<file path="src/rtl/microseq_pkg.sv">
// microseq_pkg: shared types and constants for the microprogrammed MIPS
// control unit's next-state logic.
//   STATE_W            - width of a microstate
//   ustate_t           - microstate type
//   ns_sel_e           - next-state mode encodings driven by the microstore
//   COND_*             - bit positions inside cond_in
//   state_inc()        - microstate + 1 with a carry bit, so 127 + 1 is
//                        visible as out of range
package microseq_pkg;

    localparam int STATE_W = 7;

    typedef logic [STATE_W-1:0] ustate_t;

    typedef enum logic [2:0] {
        NS_DISPATCH = 3'd0,
        NS_ZERO     = 3'd1,
        NS_JUMP     = 3'd2,
        NS_INC      = 3'd3,
        NS_CBR      = 3'd4,
        NS_WAIT     = 3'd5,
        NS_CALL     = 3'd6,
        NS_RET      = 3'd7
    } ns_sel_e;

    localparam logic [1:0] COND_MOC = 2'd0;
    localparam logic [1:0] COND_Z   = 2'd1;
    localparam logic [1:0] COND_N   = 2'd2;
    localparam logic [1:0] COND_BR  = 2'd3;

    function automatic logic [STATE_W:0] state_inc(input ustate_t s);
        return {1'b0, s} + (STATE_W+1)'(1);
    endfunction

endpackage

</file>
<file path="src/rtl/microseq_stack.sv">
// microseq_stack: micro-subroutine return stack (LIFO).
// Only instantiated when MICROSEQ_STACK_EN is defined.
// Ports:
//   clk, reset      - clock, asynchronous active-low reset
//   push, pop       - requests (never both in one cycle; caller gates hold)
//   push_data       - return address to save
//   pop_data        - top-of-stack entry (valid when empty = 0)
//   depth           - occupancy 0..DEPTH
//   empty           - depth == 0
//   err             - sticky: push while full or pop while empty
module microseq_stack
    import microseq_pkg::*;
#(
    parameter int DEPTH = 4,
    parameter int WIDTH = STATE_W
) (
    input  logic             clk,
    input  logic             reset,
    input  logic             push,
    input  logic             pop,
    input  logic [WIDTH-1:0] push_data,
    output logic [WIDTH-1:0] pop_data,
    output logic [3:0]       depth,
    output logic             empty,
    output logic             err
);

    localparam int AW = $clog2(DEPTH);
    localparam logic [3:0] FULL_CNT = 4'(DEPTH);

    logic [WIDTH-1:0] mem [DEPTH];
    logic             full;
    logic             do_push;
    logic             do_pop;
    logic [AW-1:0]    wr_idx;
    logic [AW-1:0]    rd_idx;

    assign full    = (depth == FULL_CNT);
    assign empty   = (depth == 4'd0);
    assign do_push = push && !full;
    assign do_pop  = pop && !empty;

    // depth is a power of two, so the low bits of the occupancy are the
    // next free slot and one below it is the top entry.
    assign wr_idx   = depth[AW-1:0];
    assign rd_idx   = wr_idx - AW'(1);
    assign pop_data = mem[rd_idx];

    // Contents are don't-care after reset, so storage has no reset.
    always_ff @(posedge clk) begin
        if (do_push) begin
            mem[wr_idx] <= push_data;
        end
    end

    always_ff @(posedge clk or negedge reset) begin
        if (!reset) begin
            depth <= 4'd0;
            err   <= 1'b0;
        end else begin
            if (do_push) begin
                depth <= depth + 4'd1;
            end else if (do_pop) begin
                depth <= depth - 4'd1;
            end
            if ((push && full) || (pop && empty)) begin
                err <= 1'b1;
            end
        end
    end

endmodule

</file>
<file path="src/rtl/microsequencer.sv">
// microsequencer: next-state controller for the microprogrammed MIPS
// control unit. Selects the next microstate from dispatch / zero / jump /
// increment / conditional branch / memory wait / call / return, range-checks
// it against LAST_STATE and registers it.
// Optional feature macro: MICROSEQ_STACK_EN builds the return stack; without
// it CALL acts as JUMP, RET acts as ZERO, depth = 0 and stack_err = 0.
// Ports:
//   clk, reset   - clock, asynchronous active-low reset
//   hold         - stall: state, stack and depth frozen, illegal forced low
//   ns_sel       - next-state mode (ns_sel_e)
//   cond_sel     - selects a bit of cond_in; cond_inv inverts it
//   cr           - constant target from the microstore
//   cond_in      - {BR, N, Z, MOC}
//   enc_state    - dispatch target from the instruction encoder
//   state        - registered current microstate
//   illegal      - one-cycle pulse: out-of-range target forced to 0
//   stack_err    - sticky stack overflow/underflow
//   depth        - stack occupancy
module microsequencer
    import microseq_pkg::*;
#(
    parameter int LAST_STATE  = 44,
    parameter int STACK_DEPTH = 4
) (
    input  logic         clk,
    input  logic         reset,
    input  logic         hold,
    input  logic [2:0]   ns_sel,
    input  logic [1:0]   cond_sel,
    input  logic         cond_inv,
    input  logic [6:0]   cr,
    input  logic [3:0]   cond_in,
    input  logic [6:0]   enc_state,
    output logic [6:0]   state,
    output logic         illegal,
    output logic         stack_err,
    output logic [3:0]   depth
);

    localparam logic [STATE_W:0] LAST_TGT = (STATE_W+1)'(LAST_STATE);

    if (STACK_DEPTH < 2 || STACK_DEPTH > 8) begin : g_bad_depth
        $error("microsequencer: STACK_DEPTH must be 2..8");
    end

    logic             c;
    logic [STATE_W:0] inc;
    logic [STATE_W:0] target;
    logic             out_of_range;
    ustate_t          next_state;

    assign c   = cond_in[cond_sel] ^ cond_inv;
    assign inc = state_inc(state);

`ifdef MICROSEQ_STACK_EN
    logic    push;
    logic    pop;
    logic    stk_empty;
    ustate_t pop_data;

    assign push = !hold && (ns_sel == NS_CALL);
    assign pop  = !hold && (ns_sel == NS_RET);

    microseq_stack #(
        .DEPTH (STACK_DEPTH),
        .WIDTH (STATE_W)
    ) u_stack (
        .clk       (clk),
        .reset     (reset),
        .push      (push),
        .pop       (pop),
        .push_data (inc[STATE_W-1:0]),
        .pop_data  (pop_data),
        .depth     (depth),
        .empty     (stk_empty),
        .err       (stack_err)
    );
`else
    assign depth     = 4'd0;
    assign stack_err = 1'b0;
`endif

    always_comb begin
        target = '0;
        case (ns_sel_e'(ns_sel))
            NS_DISPATCH: target = {1'b0, enc_state};
            NS_ZERO:     target = '0;
            NS_JUMP:     target = {1'b0, cr};
            NS_INC:      target = inc;
            NS_CBR:      target = c ? {1'b0, cr} : inc;
            NS_WAIT:     target = c ? inc : {1'b0, state};
            NS_CALL:     target = {1'b0, cr};
`ifdef MICROSEQ_STACK_EN
            // Underflow returns to microstate 0, the fetch entry.
            NS_RET:      target = stk_empty ? '0 : {1'b0, pop_data};
`else
            NS_RET:      target = '0;
`endif
            default:     target = '0;
        endcase
    end

    assign out_of_range = (target > LAST_TGT);
    assign next_state   = out_of_range ? '0 : target[STATE_W-1:0];

    always_ff @(posedge clk or negedge reset) begin
        if (!reset) begin
            state   <= '0;
            illegal <= 1'b0;
        end else if (hold) begin
            illegal <= 1'b0;
        end else begin
            state   <= next_state;
            illegal <= out_of_range;
        end
    end

endmodule

</file>
<file path="config.mk">
export PLATFORM = sky130hd
export DESIGN_NAME = microsequencer
export DESIGN_NICKNAME = d
export VERILOG_FILES = /design/src/rtl/microseq_pkg.sv /design/src/rtl/microseq_stack.sv /design/src/rtl/microsequencer.sv
export SDC_FILE = /design/constraint.sdc
export NUM_CORES = 1
export LEC_CHECK = 0
export ABC_AREA = 1
export CELL_PAD_IN_SITES_DETAIL_PLACEMENT = 0
export CELL_PAD_IN_SITES_GLOBAL_PLACEMENT = 2
export CORE_MARGIN = 2
export CORE_UTILIZATION = 24
export DETAILED_ROUTE_END_ITERATION = 10
export HOLD_SLACK_MARGIN = 0.12
export PLACE_DENSITY = 0.88
export SYNTH_ARGS = -nofsm -noshare
export SYNTH_HDL_FRONTEND = slang
export SYNTH_HIERARCHICAL = 1
export SYNTH_SLANG_ARGS = --single-unit
</file>
<file path="constraint.sdc">
create_clock -name clk -period 2.6 [get_ports clk]
set_input_delay 0.26 -clock clk [delete_from_list [all_inputs] [get_ports clk]]
set_output_delay 0.26 -clock clk [all_outputs]
set_load 0.03 [all_outputs]
</file>
==> results of run 1 <==
[worst max-delay path by stage]
| stage | end | from | depth (start not counted) |
|---|---|---|---|
| final | state[3] | state[0] | 14 |
| after CTS | state[2] | state[0] | 14 |
| after global routing | state[2] | state[0] | 14 |
| after floorplan | state[3] | state[0] | 14 |
| after detailed placement | state[0] | cond_sel[0] | 17 |
| after global placement | state[5] | cond_sel[0] | 15 |
[flip-flops by register name (all words and copies together) (netlist names)]
name     count
state        7
illegal      1
[synthesized netlist by cell type, types with 3 or more instances]
library cell  number  area, um^2
buf_4              5        37.5
inv_1             28         105
nand3_4            3        52.6
nand2_2            8        50.1
o21ai_0            7        35.0
a21oi_1            3        15.0
nand3_2            7        70.1
nand3_1           25         125
dfrtp_1            8         200
nand2_1           56         210
nor2_1            18        67.6
or2_2              4        25.0
nand3b_1           4        30.0
[area by class of cell]
class	count	area [um^2]	area share, %
repair buffers	35	348	21.3
multi-input cells	157	846	51.8
clock buffers	3	41.3	2.53
flip-flops and latches	8	200	12.3
well taps	67	83.8	5.14
inverters	30	113	6.90
[power by group through the flow]
| stage | Sequential [uW] | Clock, uW | Combinational (uW) |
|---|---|---|---|
| global route | 166 | 159 | 335 |
| global placement | 165 | 0 | 302 |
| finish | 162 | 149 | 298 |
| CTS | 163 | 150 | 300 |
| floorplan | 186 | 0 | 164 |
| detailed placement | 164 | 0 | 299 |
[cell families after synthesis]
family,count (synthesis)
simple gates,133
buf+inv,37
compound gates,16
flops,8
xor+xnor,2
fa+ha+maj,1
other cells,1
[metal layers]
metal / part of all wire (%) / global-route usage, % / routed length [um]
met1: 51 / 18.6 / 1710
met2: 44 / 22.1 / 1470
met3: 3.4 / 1.22 / 115
met4: 1.3 / 3.77 / 42
met5: 0 / 0 / 0
[per-stage QoR]
| stage | hold WS [ps] | cells | total power (uW) | setup slack (ps) |
|---|---|---|---|---|
| floorplan | -35.6 | 202 | 350 | 655 |
| global placement | 557 | 297 | 467 | 332 |
| detailed placement | 563 | 297 | 463 | 329 |
| CTS | 324 | 300 | 613 | 506 |
| global route | 344 | 300 | 659 | 218 |
| finish | 312 | 300 | 608 | 514 |
==> reports/results.ini, run 1 <==
[floorplan]
core_area_mm2=0.00475
die_w_um=74.4
die-height_um=74.4
initial_core_util_pct=25.0
ios=40
dieArea_mm2=0.00554
num_rows=25

[critical_path]
end_kind=register
crit_top_cell=nand3_1
required_ps=2720
crit_slowest_cell=dfrtp_1
slowest_delay_ps=450
reg2reg_depth=14
worstReg2RegEnd=state[3]
cp_num_buf_inv=1
criticalPathCategory=reg -> reg
worstReg2RegStart=state[0]
crit_chain=ha_1, nand3_1, xor2_1, nand3_1, nand3_1, nand2_1, nor2_1, nor2_1, nor2_1, nand3_1, nand2_1, nand3_2, nand2_1, inv_1
r2r_slack_ps=510
arrival_ps=2200
cp-start-kind=register
path_delay_family=simple AND/OR/NAND/NOR gates
path_max_fanout=7

[yosys]
synthSimpleGateAreaFrac_pct=58.9
synth_mux_area_share_pct=0
synth-edff-count=0
yosysSeqAreaShare_pct=16.8
synth-async-reset-ratio_pct=100
ys.flop_type=dfrtp_1
ys_ff_latch=8
ys_types=29
synth.avg_cell_area_um2=6.01
synth-compound-area-share_pct=8.10
syn-cell-area_mm2=0.00119
yosysWarningCount=6
synthXorXnorAreaFrac_pct=1.47
syn_inst=198
synthAdderAreaFrac_pct=1.05
synth_top_family_by_area=simple AND/OR/NAND/NOR gates

[route]
via_per_inst=4.23
avgRoutedWirePerCell_um=11.1
drt_iter0_markers=78
drc=0
firstDrtPassIters=4
routed_wl_mm=3.34
vias=1268
ant_nets=0

[timing]
setup_viol=0
final_max_slew_viol_count=0
min_period_ps=2090
finalCritPeriodShare_pct=80.2
finalHoldViolCount=0
fmax_mhz=479
skew_ps=6.43
setup_tns_ps=0
rsz0062_at_grt=false

[outcome]
status=finished clean

[layout]
drive_gt1_share_pct=15.5
fin_area_mm2=0.00163
num-fill-cells=550
syn_to_final_growth_pct=37.1
utilization_pct=34.3
final_cell_mix=56 x nand2_1, 34 x clkdlybuf4s50_1, 28 x inv_1, 25 x nand3_1, 18 x nor2_1
diodes=0
final_common_cell=nand2_1
layout.nets=263

[placement]
hpwl_mm=2.79
placed_cell_area_mm2=0.00159
gp_congestion=0.804
io_buffers=34

[cts]
cts_buffers=3
cts_tree=built
clkSlewWorstSetupHoldPaths_ps=40
holdBufCountCts=0
post_cts_resize_count=0
clock_latency_ps=230
root_buffer=clkbuf_8
cts_setup_buffers=0
cts_sinks=8
cts_max_path_buffers=2
h-tree-depth=1

[grt]
antenna_found_initial=0
grt_use_total_pct=13.4
grt_max_degree=15
grt_pass1_vias=1308
grt-ovfl-total=0
grt_pass1_wl_mm=5.80

[power_and_ir_drop]
p_leak_uw=0.000821
internal_power_uw=360
p_seq_share_pct=26.7
netSwitchingFraction_pct=40.8
ir_drop_uv=193
p_switching_uw=249
power.density_mw_per_mm2=373
clockPowerShare_pct=24.4
comb_power_share_pct=48.9

[worst_hold_path]
hold_class=in -> async

[job]
cap_violations=0

Power figures use the tool's default switching activity.
==> inputs of run 2 (changes only) <==
--- a/config.mk
+++ b/config.mk
@@ -9,10 +9,10 @@
 export CELL_PAD_IN_SITES_DETAIL_PLACEMENT = 0
 export CELL_PAD_IN_SITES_GLOBAL_PLACEMENT = 2
 export CORE_MARGIN = 2
-export CORE_UTILIZATION = 24
+export CORE_UTILIZATION = 23
 export DETAILED_ROUTE_END_ITERATION = 10
 export HOLD_SLACK_MARGIN = 0.12
-export PLACE_DENSITY = 0.88
+export PLACE_DENSITY = 0.85
 export SYNTH_ARGS = -nofsm -noshare
 export SYNTH_HDL_FRONTEND = slang
 export SYNTH_HIERARCHICAL = 1
==> constraint.sdc (replaced) <==
create_clock -name clk -period 2.1 [get_ports clk]
set_input_delay 0.21 -clock clk [delete_from_list [all_inputs] [get_ports clk]]
set_output_delay 0.21 -clock clk [all_outputs]
set_load 0.03 [all_outputs]
==> reports/results.ini, run 2 (synthesized netlist as in run 1, its figures left out) <==
[route]
drc=0  ; unchanged
vias=1311  ; was 1,268
avgRoutedWirePerCell_um=11.0  ; was 11.1 um
drt_iter0_markers=37  ; was 78
firstDrtPassIters=2  ; was 4
ant_nets=0  ; unchanged
routed_wl_mm=3.48  ; was 3.34 mm
via_per_inst=4.15  ; was 4.23

[layout]
diodes=0  ; unchanged
largest_registers=state (7), illegal (1)  ; unchanged
final_cell_mix=55 x nand2_1, 31 x clkdlybuf4s50_1, 27 x inv_1, 23 x nand3_1, 16 x nor2_1  ; was 56 x nand2_1, 34 x clkdlybuf4s50_1, 28 x inv_1, 25 x nand3_1, 18 x nor2_1
drive_gt1_share_pct=22.8  ; was 15.5%
syn_to_final_growth_pct=49.0  ; was 37.1%
largest_reg_flops=7  ; unchanged
fin_area_mm2=0.00177  ; was 0.00163 mm^2
layout.nets=276  ; was 263
final_common_cell=nand2_1  ; unchanged
largest_register=state  ; unchanged

[placement]
hpwl_mm=2.93  ; was 2.79 mm
placed_cell_area_mm2=0.00169  ; was 0.00159 mm^2
gp_congestion=0.828  ; was 0.804
io_buffers=34  ; unchanged

[grt]
grt_pass1_wl_mm=5.97  ; was 5.80 mm
grt_use_total_pct=12.7  ; was 13.4%
grt_max_degree=15  ; unchanged
grt_pass1_vias=1308  ; unchanged
grt-ovfl-total=0  ; unchanged
antenna_found_initial=0  ; unchanged

[critical_path]
cp-start-kind=input port  ; was register
criticalPathCategory=in -> reg  ; was reg -> reg
crit_top_cell=nand2_1  ; was nand3_1
crit_slowest_cell=clkdlybuf4s50_1  ; was dfrtp_1
required_ps=2220  ; was 2720 ps
cp_num_buf_inv=3  ; was 1
crit_chain=clkdlybuf4s50_1, inv_1, nand2_2, nand3_4, nand2_4, nand2_2, nand3_2, nand2_1, a21oi_2, nand2_1, o21ai_2, nand3_1, nand2_1, nand3_2, nand2_1, inv_1  ; was ha_1, nand3_1, xor2_1, nand3_1, nand3_1, nand2_1, nor2_1, nor2_1, nor2_1, nand3_1, nand2_1, nand3_2, nand2_1, inv_1
path_max_fanout=3  ; was 7
slowest_delay_ps=490  ; was 450 ps
path_delay_family=simple AND/OR/NAND/NOR gates  ; unchanged
arrival_ps=2020  ; was 2200 ps
end_kind=register  ; unchanged

[power_and_ir_drop]
total_power_uw=798  ; was 608 uW
power.density_mw_per_mm2=450  ; was 373 mW/mm^2
p_leak_uw=0.000914  ; was 0.000821 uW
ir_drop_uv=282  ; was 193 uV

[floorplan]
die_w_um=75.9  ; was 74.4 um
dieArea_mm2=0.00576  ; was 0.00554 mm^2
die-height_um=75.9  ; was 74.4 um
num_rows=26  ; was 25
initial_core_util_pct=23.6  ; was 25.0%
ios=40  ; unchanged
core_area_mm2=0.00504  ; was 0.00475 mm^2

[timing]
skew_ps=5.06  ; was 6.43 ps
final_max_slew_viol_count=0  ; unchanged
setup_viol=0  ; unchanged
rsz0062_at_grt=true  ; was false
finalHoldViolCount=0  ; unchanged
min_period_ps=1900
fmax_mhz=527
whs_ps=254  ; was 312 ps
setup_tns_ps=0  ; unchanged
finalCritPeriodShare_pct=90.3

[cts]
cts_tree=built  ; unchanged
clock_latency_ps=230  ; about the same
cts_sinks=8  ; unchanged
root_buffer=clkbuf_8  ; unchanged
clkSlewWorstSetupHoldPaths_ps=40  ; about the same
cts_max_path_buffers=2  ; unchanged
cts_buffers=3  ; unchanged
h-tree-depth=1  ; unchanged

[job]
cap_violations=0  ; unchanged

[worst_hold_path]
hold_class=in -> async  ; unchanged

[outcome]
status=finished clean  ; unchanged

==> run 2: changes by cell type in the layout (fill, tap and decap cells not counted), moves of 2 or more <==
cell	previous run	this run
dlymetal6s2s_1	0	3
nand3_1	25	23
nor2_2	2	4
buf_4	1	14
nor2_1	18	16
clkdlybuf4s50_1	34	31
==> run 2: power by group <==
part,internal [uW],switching [uW],total (uW)
Clock,124,60.6,185
Sequential,172,21.5,194
Combinational,181,239,420
==> run 2: stage by stage <==
step	utilization [%]	instances	worst slack, ps
after floorplan	-	202	155
after global placement	33.5	313	-104
after detailed placement	33.5	313	-94.3
after CTS	34.4	316	109
after global routing	35.2	316	-9.71
final	35.2	316	203
==> run 2: worst paths after layout <==
path	slack (ps)	end	from	depth (start not counted)
setup / recovery	200	state[2]	cond_sel[0]	16
hold / removal	250	state[1]	reset	1
setup reg to reg	220	state[2]	state[0]	13
hold reg to reg	560	state[6]	state[6]	2
max in group asynchronous	1590	state[2]	reset	1
min in group clk	560	state[6]	state[6]	2
==> run 2: area by class of cell <==
type | count | area (um^2)
clock buffer | 3 | 41.3
fill | 575 | 3270
inverter | 30 | 113
multi-input combinational | 157 | 878
sequential | 8 | 200
tap | 70 | 87.6
timing repair buffer | 48 | 453
==> run 2: repair_timing <==
item	CTS	global route
resized for setup	0	12
endpoints found under the setup margin	0	7
setup buffers	0	0
hold buffers	0	0
==> run 2: layer usage <==
metal	wire, um	GRT usage, %
met4	45	2.18
met2	1580	22.0
met5	0	0
met1	1730	16.5
met3	127	2.62
